File: config.mk
export PLATFORM = sky130hd
export DESIGN_NAME = instr_fetch
export DESIGN_NICKNAME = d
export VERILOG_FILES = /design/src/rtl/instr_fetch.sv
export SDC_FILE = /design/constraint.sdc
export NUM_CORES = 1
export LEC_CHECK = 0
export BUFFER_PORTS_ARGS = -buffer_cell sky130_fd_sc_hd__buf_2
export CORE_UTILIZATION = 50
export DETAILED_ROUTE_END_ITERATION = 12
export PLACE_DENSITY_LB_ADDON = 0.25
export SKIP_CTS_REPAIR_TIMING = 1
export SLEW_MARGIN = 30
export SYNTH_ARGS = -nofsm -noshare
export SYNTH_HDL_FRONTEND = slang
export SYNTH_SLANG_ARGS = --single-unit
File: constraint.sdc
create_clock -name clk -period 3 [get_ports clk]
set_clock_uncertainty 0.05 [all_clocks]
set_input_delay 0.15 -clock clk [delete_from_list [all_inputs] [get_ports clk]]
set_output_delay 0.15 -clock clk [all_outputs]
set_load 0.02 [all_outputs]
File: src/rtl/instr_fetch.sv
// Instruction sequencer: loadable program store, program counter and IDLE/RUN/HALT
// run control. Issues one registered instruction per cycle with stall, branch and halt.
module instr_fetch #(
  parameter int                     INSTR_WIDTH = 20,
  parameter int                     PC_BITS     = 5,
  parameter logic [3:0]             HALT_OP     = 4'hF,
  parameter logic [INSTR_WIDTH-1:0] NOP_INSTR   = '0
) (
  input  logic                   clk,
  input  logic                   rst,
  input  logic                   load_en,
  input  logic [PC_BITS-1:0]     load_addr,
  input  logic [INSTR_WIDTH-1:0] load_data,
  input  logic                   run,
  input  logic                   stall,
  input  logic                   branch_en,
  input  logic [PC_BITS-1:0]     branch_target,
  output logic [INSTR_WIDTH-1:0] instruction,
  output logic                   instr_valid,
  output logic [PC_BITS-1:0]     pc,
  output logic                   halted
);

  localparam int DEPTH = 1 << PC_BITS;

  typedef enum logic [1:0] {IDLE, RUN, HALT} state_t;

  state_t                 r_state, w_state_next;
  logic [INSTR_WIDTH-1:0] r_mem [DEPTH];
  logic [PC_BITS-1:0]     r_pc, w_pc_next;
  logic [INSTR_WIDTH-1:0] r_instr, w_instr_next;
  logic                   r_valid, w_valid_next;
  logic                   w_mem_we;
  logic [INSTR_WIDTH-1:0] w_fetch;
  logic                   w_halt_issued;

  assign w_fetch = r_mem[r_pc];
  // The halt word is on the output this cycle; fetch stops once it is accepted.
  assign w_halt_issued = r_valid && (r_instr[INSTR_WIDTH-1 -: 4] == HALT_OP);

  always_ff @(posedge clk) begin
    if (w_mem_we) r_mem[load_addr] <= load_data;
  end

  always_ff @(posedge clk or negedge rst) begin
    if (!rst) begin
      r_state <= IDLE;
      r_pc    <= '0;
      r_instr <= NOP_INSTR;
      r_valid <= 1'b0;
    end else begin
      r_state <= w_state_next;
      r_pc    <= w_pc_next;
      r_instr <= w_instr_next;
      r_valid <= w_valid_next;
    end
  end

  always_comb begin
    w_state_next = r_state;
    w_pc_next    = r_pc;
    w_instr_next = r_instr;
    w_valid_next = r_valid;
    w_mem_we     = 1'b0;
    case (r_state)
      IDLE: begin
        w_mem_we = load_en;
        if (run) w_state_next = RUN;
      end
      RUN: begin
        if (!stall) begin
          if (w_halt_issued) begin
            w_state_next = HALT;
            w_instr_next = NOP_INSTR;
            w_valid_next = 1'b0;
          end else if (branch_en) begin
            w_pc_next    = branch_target;
            w_instr_next = NOP_INSTR;
            w_valid_next = 1'b0;
          end else begin
            w_instr_next = w_fetch;
            w_valid_next = 1'b1;
            w_pc_next    = r_pc + PC_BITS'(1);
          end
        end
      end
      HALT: begin
        w_mem_we     = load_en;
        w_instr_next = NOP_INSTR;
        w_valid_next = 1'b0;
        if (run) begin
          w_pc_next    = '0;
          w_state_next = RUN;
        end
      end
      default: begin
        w_state_next = IDLE;
        w_pc_next    = '0;
        w_instr_next = NOP_INSTR;
        w_valid_next = 1'b0;
      end
    endcase
  end

  assign instruction = r_instr;
  assign instr_valid = r_valid;
  assign pc          = r_pc;
  assign halted      = (r_state == HALT);

endmodule

==> results_dict.tcl <==
set metrics [dict create \
    critPathCaptureType "flip-flop" \
    rr_endpoint "instruction[14]" \
    fin_tns_setup_ns 0 \
    die_w_um 229.8 \
    grt_pass1_vias 13700 \
    crit_fanout 12 \
    async_flop_share_pct 4.192 \
    p_total_mw 23.78 \
    cts_buffer_depth 3 \
    fin_nets 1492 \
    slew_headroom_pct 29.87 \
    reg2reg_depth 5 \
    crit_path_start_kind "flip-flop" \
    finalHoldViolCount 1 \
    path_depth 5 \
    slowest_delay_ns 0.87 \
    post-route-drc-count 0 \
    worstMarginPinSlew_ns 1.042 \
    vias 13600 \
    ir_worst_vdd_uv 479.4 \
    final_area_um2 29750 \
    yosysSeqAreaShare_pct 76.75 \
    drive_gt1_share_pct 26.49 \
    min_delay_path_depth 3 \
    max_freq_mhz 354.3 \
    gr-max-usage-layer "met2" \
    wl_per_cell_um 28.99 \
    cts_buffers 68 \
    dp_hpwl_um 36710 \
    start_util_pct 50.59 \
    cp.arrival_ns 3.18 \
    placementRows 83 \
    synth-seq-cells 668 \
    routed_wl_um 63440 \
    drtIter0Drc 1785 \
    setup_viol 0 \
    grt_max_degree 33 \
    hold_slack_ns -0.03259 \
    cp.required_ns 3.36 \
    dr.pass1.iters 5 \
    path_clk_slew_ns 0.06 \
    syn_nets 1347 \
    cts_tree "done" \
    met2_usage_pct 37.82 \
    hold_end "pc[1]" \
    cap_violations 0 \
    power_density_nw_per_um2 799.4 \
    grt_setup_unrepaired "false" \
    syn_area_um2 25950 \
    fin_util_pct 57.99 \
    slowest_stage "nor4_1" \
    clock-sinks 668 \
    postRouteAntennaNets 0 \
    worstPathCellList "buf_4 > nand3b_1 > o22ai_1 > nor4_1 > a22oi_1" \
    min_period_ns 2.823 \
    cts_root_buffer "clkbuf_16" \
    die_height_um 229.8 \
    synth_edf_count 640 \
    critical_path.top_delay_family "simple AND/OR/NAND/NOR gates" \
    antenna_found_initial 1 \
    status "finished with violations" \
    area_delta_synth_final_pct 14.64 \
    io_pins 63 \
    r2r_start "pc[4]" \
    worstHoldStart "branch_target[1]" \
    gr-total-overflow 0 \
    hold_path_class "input pin to flip-flop" \
    worstSkewPairLatency_ns 0.60 \
    htreeDepth 3 \
    final_common_cell "edfxtp_1" \
    dpl_cell_area_um2 27500 \
    final_cell_mix "edfxtp_1, mux2i_1, mux4_2" \
    synth_ff_type "edfxtp_1" \
    die_area_um2 52820 \
    grt_pass1_wl_um 92490 \
    grt_use_met1_pct 34.66 \
    synth.avg_cell_area_um2 19.81 \
    fill_cells 3778 \
    critPathKind "flip-flop to flip-flop" \
    grt_usage_pct 24.47 \
    yosys_warnings 0 \
    io_buffers 62 \
    synth_cells 1310 \
    violations "negative hold slack" \
    gp_routability_congestion 0.8102 \
    synth_cell_types 43 \
    path_buf_inv 1 \
    p_leak_nw 9.634 \
    rrSetupSlack_ns 0.18 \
    via_per_inst 6.215 \
    period_share_pct 94.09 \
    use_met3_pct 5.531 \
    maxSlewViolCount 0 \
    core-area_um2 51300 \
]
worst max path at each step:
stage / to / start / slack (ns)
final: instruction[14] / pc[4] / 0.18
after global routing: instruction[4] / pc[1] / 0.11
after CTS: instruction[4] / pc[1] / 0.22
after detailed placement: instruction[4] / pc[1] / 0.29
after global placement: instruction[11] / pc[1] / 0.28
after floorplan: r_mem[26][0] / r_state[0] / 0.48
final cells by class:
type                       count  area (um^2)  share of cell area, %
clock buffer                 105         2007                  6.745
tap                          680        850.8                  2.860
inverter                       2        7.507                0.02523
multi-input combinational    565         5683                  19.10
clock inverter                16        118.9                 0.3995
antenna                        2        5.005                0.01682
sequential                   668        19930                  66.97
timing repair buffer         150         1154                  3.877
worst reg2reg max path: cells and delay by family, from the launching register on:
family | cells | cell delay, ns
and+or+nand+nor | 2 | 1.35
DFF | 1 | 0.61
AOI/OAI and AO/OA | 2 | 0.43
buffers and inverters | 1 | 0.21
cell families (layout without fill, tap and decap cells):
group,Yosys count,count (layout),synth area share (%)
muxes,241,241,13.34
xor gates and xnor gates,2,2,0.06751
DFF,668,668,76.75
adders and majority gates,1,1,0.04820
AOI/OAI and AO/OA,191,191,5.332
other,0,2,0
buffers and inverters,77,273,1.721
and+or+nand+nor,130,130,2.734
where the power goes:
part | switching [mW] | total, mW | internal [mW]
logic | 2.71 | 4.87 | 2.16
registers | 0.416 | 10.8 | 10.4
clock network | 3.34 | 8.11 | 4.76
total | 6.47 | 23.8 | 17.3
layer usage:
layer	share of wire [%]	wire length, um
met5	0.014	9
met2	47	29820
met4	2.8	1761
met1	42	26530
met3	8.4	5313
synth_stat cells (all sizes together), types with 26 or more instances:
cell / instances / area share, %
buf: 49 / 1.3
clkbuf: 26 / 0.38
dfrtp: 28 / 2.7
edfxtp: 640 / 74
mux2: 40 / 1.7
mux2i: 121 / 4.7
mux4: 80 / 6.9
nand2: 28 / 0.40
nor2: 50 / 0.73
o22ai: 41 / 0.99
through the flow:
stage | instances | setup slack (ns) | hold slack, ns
after floorplan | 1310 | 0.4831 | -0.1956
after global placement | 2053 | 0.2835 | 0.2950
after detailed placement | 2053 | 0.2860 | 0.2857
after CTS | 2174 | 0.2226 | -0.3494
after global routing | 2186 | 0.1104 | 0.006136
final | 2188 | 0.1774 | -0.03259
sequential cells by signal, indices dropped and copies added (netlist names):
signal / cells
instruction: 20
r_state: 2
pc: 5
r_mem: 640
instr_valid: 1
No activity file was read; power rests on OpenSTA's default activity.
